===== config.mk =====
export PLATFORM = sky130hd
export DESIGN_NAME = instr_fetch_unit
export DESIGN_NICKNAME = d
export VERILOG_FILES = /design/src/rtl/instr_fetch_unit.sv
export SDC_FILE = /design/constraint.sdc
export NUM_CORES = 1
export LEC_CHECK = 0
export ABC_AREA = 1
export BUFFER_PORTS_ARGS = -buffer_cell sky130_fd_sc_hd__clkbuf_2
export CAP_MARGIN = 20
export CORE_UTILIZATION = 35
export CTS_BUF_LIST = sky130_fd_sc_hd__clkbuf_8
export CTS_CLUSTER_DIAMETER = 120
export DETAILED_ROUTE_END_ITERATION = 7
export GPL_TIMING_DRIVEN = 0
export PLACE_DENSITY = 0.6
export SYNTH_ARGS = -nofsm -noshare
export SYNTH_HDL_FRONTEND = slang
export SYNTH_SLANG_ARGS = --single-unit
export TNS_END_PERCENT = 5

===== constraint.sdc =====
create_clock -name CLK -period 2.4 [get_ports CLK]
set_clock_uncertainty 0.05 [all_clocks]
set_input_delay 0.24 -clock CLK [delete_from_list [all_inputs] [get_ports CLK]]
set_output_delay 0.24 -clock CLK [all_outputs]
set_load 0.005 [all_outputs]

===== src/rtl/instr_fetch_unit.sv =====
// Fetch stage: holds the PC, waits MEM_LAT cycles for instruction memory,
// latches IR and computes the next PC. `IF_PERF_CNT_EN adds fetch_count.
module instr_fetch_unit #(
   parameter logic [31:0] RESET_PC = 32'h0000_0000,
   parameter int          MEM_LAT  = 1,
   parameter logic [5:0]  HALT_OP  = 6'b111111
) (
   input  logic        CLK,
   input  logic        Reset,
   input  logic        fetch_req,
   input  logic        PCWre,
   input  logic [1:0]  PCSrc,
   input  logic [31:0] imm,
   input  logic [31:0] rs_data,
   input  logic [31:0] IMemData,
   output logic [31:0] IAddr,
   output logic        RW,
   output logic [31:0] IR,
   output logic [31:0] PC,
   output logic [31:0] PC4,
   output logic        ir_valid,
   output logic        halted
`ifdef IF_PERF_CNT_EN
   ,
   output logic [31:0] fetch_count
`endif
);

   typedef enum logic [1:0] {
      IDLE,
      WAIT,
      VALID,
      HALT
   } state_t;

   localparam logic [3:0] LAT_M1 = 4'(MEM_LAT - 1);

   state_t      state, state_nx;
   logic [3:0]  cnt, cnt_nx;
   logic [31:0] pc_q, pc_nx;
   logic [31:0] ir_q, ir_nx;
   logic        vld, vld_nx;
   logic        hlt, hlt_nx;
   logic [31:0] pc4;
   logic [31:0] tgt;
   logic [31:0] next_pc;
   logic        latch;

   assign pc4   = pc_q + 32'd4;
   assign latch = (state == WAIT) && (cnt == 4'd0);

   always_comb begin
      tgt = pc4;
      case (PCSrc)
         2'b00:   tgt = pc4;
         2'b01:   tgt = pc4 + (imm << 2);
         2'b10:   tgt = {pc4[31:28], ir_q[25:0], 2'b00};
         default: tgt = rs_data;
      endcase
   end

   // Targets are always word aligned, whatever the source supplied.
   assign next_pc = tgt & ~32'd3;

   always_comb begin
      state_nx = state;
      cnt_nx   = cnt;
      pc_nx    = pc_q;
      ir_nx    = ir_q;
      vld_nx   = vld;
      hlt_nx   = hlt;
      case (state)
         IDLE: begin
            if (fetch_req) begin
               state_nx = WAIT;
               cnt_nx   = LAT_M1;
            end
         end
         WAIT: begin
            if (!latch) begin
               cnt_nx = cnt - 4'd1;
            end else begin
               ir_nx  = IMemData;
               vld_nx = 1'b1;
               if (IMemData[31:26] == HALT_OP) begin
                  state_nx = HALT;
                  hlt_nx   = 1'b1;
               end else begin
                  state_nx = VALID;
               end
            end
         end
         VALID: begin
            if (PCWre) begin
               pc_nx    = next_pc;
               vld_nx   = 1'b0;
               state_nx = IDLE;
            end
         end
         default: begin
            state_nx = HALT;
         end
      endcase
   end

   always_ff @(posedge CLK or posedge Reset) begin
      if (Reset) begin
         state <= IDLE;
         cnt   <= 4'd0;
         pc_q  <= RESET_PC;
         ir_q  <= 32'd0;
         vld   <= 1'b0;
         hlt   <= 1'b0;
      end else begin
         state <= state_nx;
         cnt   <= cnt_nx;
         pc_q  <= pc_nx;
         ir_q  <= ir_nx;
         vld   <= vld_nx;
         hlt   <= hlt_nx;
      end
   end

`ifdef IF_PERF_CNT_EN
   logic [31:0] fcnt;

   always_ff @(posedge CLK or posedge Reset) begin
      if (Reset) begin
         fcnt <= 32'd0;
      end else if (latch) begin
         fcnt <= fcnt + 32'd1;
      end
   end

   assign fetch_count = fcnt;
`endif

   assign IAddr    = pc_q;
   assign PC       = pc_q;
   assign PC4      = pc4;
   assign RW       = 1'b0;
   assign IR       = ir_q;
   assign ir_valid = vld;
   assign halted   = hlt;

endmodule


# Word level (Yosys, flattened, before mapping)
# Index checks and enable logic that the tools add are counted.
[classes] n_reduce_logical=12 addsub=3 muxes=12 n_eq_ne=9
[ops] operator="$pmux 32 s3" n=1
[ops] operator="$add 32x3->32 const B" n=1
[ops] operator="$add 32x32->32" n=1
[ops] operator="$reduce_and 3->1" n=4
[ops] operator="$mux 4" n=2
[ops] operator="$ne 2x2->1 const B" n=4
[ops] operator="$pmux 4 s2" n=1
[ops] operator="$eq 6x6->1 const B" n=1
[ops] operator="$mux 2" n=3
[ops] operator="$pmux 2 s3" n=1
[ops] operator="$eq 2x1->1 const B" n=2
[ops] operator="$eq 2x2->1 const B" n=2
[ops] operator="$logic_not 2->1" n=2
[ops] operator="$logic_not 4->1" n=1
[ops] operator="$reduce_and 2->1" n=2
[ops] operator="$reduce_bool 2->1" n=2
[ops] operator="$sub 4x1->4 const B" n=1
[ops] operator="$mux 1" n=3
[ops] operator="$pmux 1 s2" n=1
[ops] operator="$logic_and 1x1->1" n=1
[word_totals] regBits=70 elab_cells=42 output_inout_bits=131 input_bits=102

# Longest topological paths before layout
[depth] ltp_word=4 mapped_depth=23 mapped_depth_nobuf=23

# Worst setup path after synthesis
# Ideal clock, no wire load.
[synth_timing] kind="register to register" startpoint="reg pc_q[2], in the netlist IAddr[2]" endpoint="reg pc_q[15], in the netlist IAddr[15]" t_arrival_ps=2533 setup_time_ps=116 path_slack_ps=-299 n_path_buf=0 path_stages_with_launch=20 required_ps=2234 synth_period_minus_slack_ps=2699 path_cell_list="dfrtp_1 -> ha_1 -> nand3_4 -> inv_1 -> nand2_2 -> inv_1 -> nor2_1 -> nor2_1 -> ha_1 -> nand2_1 -> inv_1 -> nand2_1 -> nand2_1 -> a21oi_1 -> nand2_1 -> or2_2 -> nand3_1 -> nand3_1 -> nand2_1 -> nand2_1"
[synth_via] elab_chain_cells=3
[synth_rtl] element="start, declared" line_no="40" rtl="logic [31:0] pc_q, pc_nx;"
[synth_rtl] element="start signal, assigned" line_no="117" rtl="pc_q <= pc_nx;"
[synth_rtl] element="$add 32x3->32" line_no="49" rtl="assign pc4 = pc_q + 32'd4;"
[synth_rtl] element="net PC4[10]" line_no="20" rtl="output logic [31:0] PC4,"
[synth_rtl] element="$add 32x32->32" line_no="56" rtl="2'b01: tgt = pc4 + (imm << 2);"
[synth_rtl] element="$pmux 32 s3" line_no="54" rtl="case (PCSrc)"
# The timed path passes the listed nets, and every way through them passes these cells.
# A chain may end at the register's enable or synchronous reset.

# Worst setup path in the final report
[layout_timing] startpoint="reg pc_q[3], in the netlist IAddr[3]" endpoint="reg pc_q[15], in the netlist IAddr[15]"
[layout_via] elab_chain_cells=3
[layout_rtl] element="$add 32x3->32 *" line_no="49"
[layout_rtl] element="$add 32x32->32" line_no="56"
[layout_rtl] element="$pmux 32 s3 *" line_no="54"
# Every way passes the cells marked *; elsewhere a longest branch is shown, timed or not.

==> metrics.txt <==
result of the run complete, but fails checks; failing checks negative setup slack; total inserted antenna cells 0; antenna violations before repair 0; register bit total from synthesis 70; total track usage 0.2691; synthesized area 0.006974 mm²; number of vias after detailed routing 8,577; crit start category flip-flop; average routed wire per standard cell 16.01 µm; CTS Root Buffer Type sky130_fd_sc_hd__clkbuf_8; CTS tree done; remaining antenna violation count after routing 0; sort of element at the end of the critical path flip-flop; post-detailed-route via-to-cell ratio 4.857; Worst Hold Margin 15.98 ps; DRT Pass-1 Iters 5; power per cell area 1116 mW/mm²; Setup Total Neg Slack -8413 ps; maximum achievable frequency ~350 MHz; final estimated routing congestion in global placement 0.9407; vias in the first global route 7,752; leakage dissipation 5.792 nW; count of synthesis-stage warnings from yosys 0; number of clock buffers inserted by TritonCTS 9; dpl hpwl 21,760 µm; number of levels in the clock H-tree 3; hold violation count in the final report 0; floorplan row count 51; setup repair after global routing missed its margin true; area of the core 0.01953 mm²; overall power consumption approximately 0.012 W; TritonCTS sink count 70; overall die height 143.2 µm; per-instance average area after synthesis ~6.0 µm²; post-detailed-route DRC marker count 0; P&R area growth vs syn 53.36%; highest-count cells in the layout ignoring fill and taps 421 x sky130_fd_sc_hd__nand2_1, 221 x sky130_fd_sc_hd__clkbuf_2, 140 x sky130_fd_sc_hd__inv_1; crit share post-route 1.189; critical path peak fanout 6; Tmin final 2853 ps; Worst VDD drop 0.0005113 V; final worst slack -453.1 ps; effective utilization at floorplan 0.3572; clock latency on the worst-skew pair between 300 and 400 ps; count of final setup violators 25; Yosys cell types 46; hold crit path type in2reg; Fillers 1,975; required time of the critical path 2610 ps; IO Count around 230; pin count of the biggest net entering global routing around 70; wire length of the first global-routing pass slightly above 40,000 µm; arrival time of the worst setup path 3060 ps; count of buffers inserted at the top-level ports 220; Max-Slew Margin vs Limit 0.4353; number of violations of the max-capacitance limit 0; die outline area 0.02049 mm²; portion of the post-synthesis area used by sequential elements 0.2512; wire length after detailed routing 28,270 µm; horizontal die dimension 143.2 µm; clock transition at the registers of the reported paths 90 ps; Congestion Overflow GR 0; actual transition at the worst max-transition pin about 850 ps; violation count after the first detailed-routing iteration 545; post-layout net count 1,635; Bufs on Longest Clock Path 2; number of pins with negative max-slew slack in the final report 0; most frequent standard cell in the layout excluding fill and tap cells sky130_fd_sc_hd__nand2_1; cells after synthesis 1,170; WS Path Type reg2reg; share of layout cells above drive strength 1 0.4151
## state kept, by name, summed over array words and instances, names as in the netlist
| name | count |
|---|---|
| ir_valid | 1 |
| IAddr | 30 |
| IR | 32 |
| cnt | 4 |
| state | 2 |
| halted | 1 |
## path summary, 6_finish.rpt
| kind | start | endpoint | slack [ps] | cells after the start |
|---|---|---|---|---|
| setup / recovery | IAddr[3] | IAddr[15] | -450 | 17 |
| max in group asynchronous | Reset | IAddr[26] | 1500 | 4 |
| min in group asynchronous | Reset | IR[27] | 220 | 3 |
| hold / removal | IMemData[6] | IR[6] | 20 | 3 |
| setup reg to reg | IAddr[3] | IAddr[15] | -450 | 17 |
| hold reg to reg | halted | halted | 420 | 1 |
## routing by layer
layer | global-route usage | wire length, µm
met5 | 0 | 0
met4 | 0.06678 | 606
met3 | 0.04661 | 1938
met2 | 0.4560 | 13390
met1 | 0.3525 | 12330
## critical path, stage by stage (launching register included)
cell and delay (ps):
sky130_fd_sc_hd__dfrtp_2 510, sky130_fd_sc_hd__ha_4 180, sky130_fd_sc_hd__nand3_4 110, sky130_fd_sc_hd__nor2_4 160, sky130_fd_sc_hd__buf_12 130, sky130_fd_sc_hd__xor2_4 250
sky130_fd_sc_hd__ha_4 260, sky130_fd_sc_hd__nand2_2 80, sky130_fd_sc_hd__inv_1 60, sky130_fd_sc_hd__nand2_2 90, sky130_fd_sc_hd__inv_2 50, sky130_fd_sc_hd__a21oi_2 140
sky130_fd_sc_hd__nand2_2 120, sky130_fd_sc_hd__or2_4 280, sky130_fd_sc_hd__nand3_4 80, sky130_fd_sc_hd__nand3_2 90, sky130_fd_sc_hd__nand2_1 60, sky130_fd_sc_hd__nand2_1 50
## through the flow
step	cell area, µm²	cells	util	setup WS, ps
floorplan	7136	1176	-	-86.15
global placement	8568	1661	0.4388	-971.4
detailed placement	8598	1662	0.4403	-943.4
CTS	9853	1738	0.5046	-373.6
global route	10700	1766	0.5477	-568.8
finish	10700	1766	0.5477	-453.1
## synth_stat cells, drive strengths merged
cell type	number	area [µm²]
a21boi	11	82.58
a21o	2	15.01
a21oi	31	155.2
a221oi	3	26.28
a31oi	2	12.51
and2	3	18.77
buf	43	309.0
clkbuf	18	68.81
clkinv	3	11.26
conb	1	3.750
dfrtp	70	1752
fa	1	20.02
ha	36	450.4
inv	158	593.1
nand2	486	1844
nand3	73	400.4
nand3b	4	30.03
nand4	14	87.58
nor2	120	510.5
nor3	11	71.32
nor3b	2	15.01
o211ai	1	7.510
o21ai	52	264.0
o21bai	4	30.03
o31ai	3	27.52
or2	2	12.51
xnor2	5	51.30
xor2	11	103.9
## timing repair
item	4_1_cts	5_1_grt
hold buffers	3	0
setup endpoints to repair	31	31
pin swaps	36	82
hold endpoints to repair	72	0
buffers inserted	57	29
gates resized for setup	129	148
## kinds of logic (layout without fill, tap and decap cells)
family,after synthesis,count (layout),synth area share
AOI/OAI and AO/OA,109,109,0.08898
xor gates and xnor gates,16,16,0.02225
adders and majority gates,37,37,0.06746
buffers and inverters,222,547,0.1408
DFF,70,70,0.2512
other,1,7,0.0005377
and+or+nand+nor,715,715,0.4288
## power breakdown
| group | switching [W] | internal, W |
|---|---|---|
| Sequential | 0.000672 | 0.00176 |
| Clock | 0.000549 | 0.000395 |
| Combinational | 0.00477 | 0.00378 |
| Total | 0.00599 | 0.00594 |
## final cells by class
class                   instances  area [µm²]  share of cell area
flip-flops and latches         70        1782              0.1666
repair buffers                309        1837              0.1717
plain buffers                  61       381.6             0.03568
inverters                     161       614.3             0.05744
well taps                     265       331.6             0.03100
multi-input cells             884        5564              0.5202
clock inverters                 7       61.31            0.005732
clock buffers                   9       123.9             0.01158
Note: power is estimated with default switching activity, not from simulation.
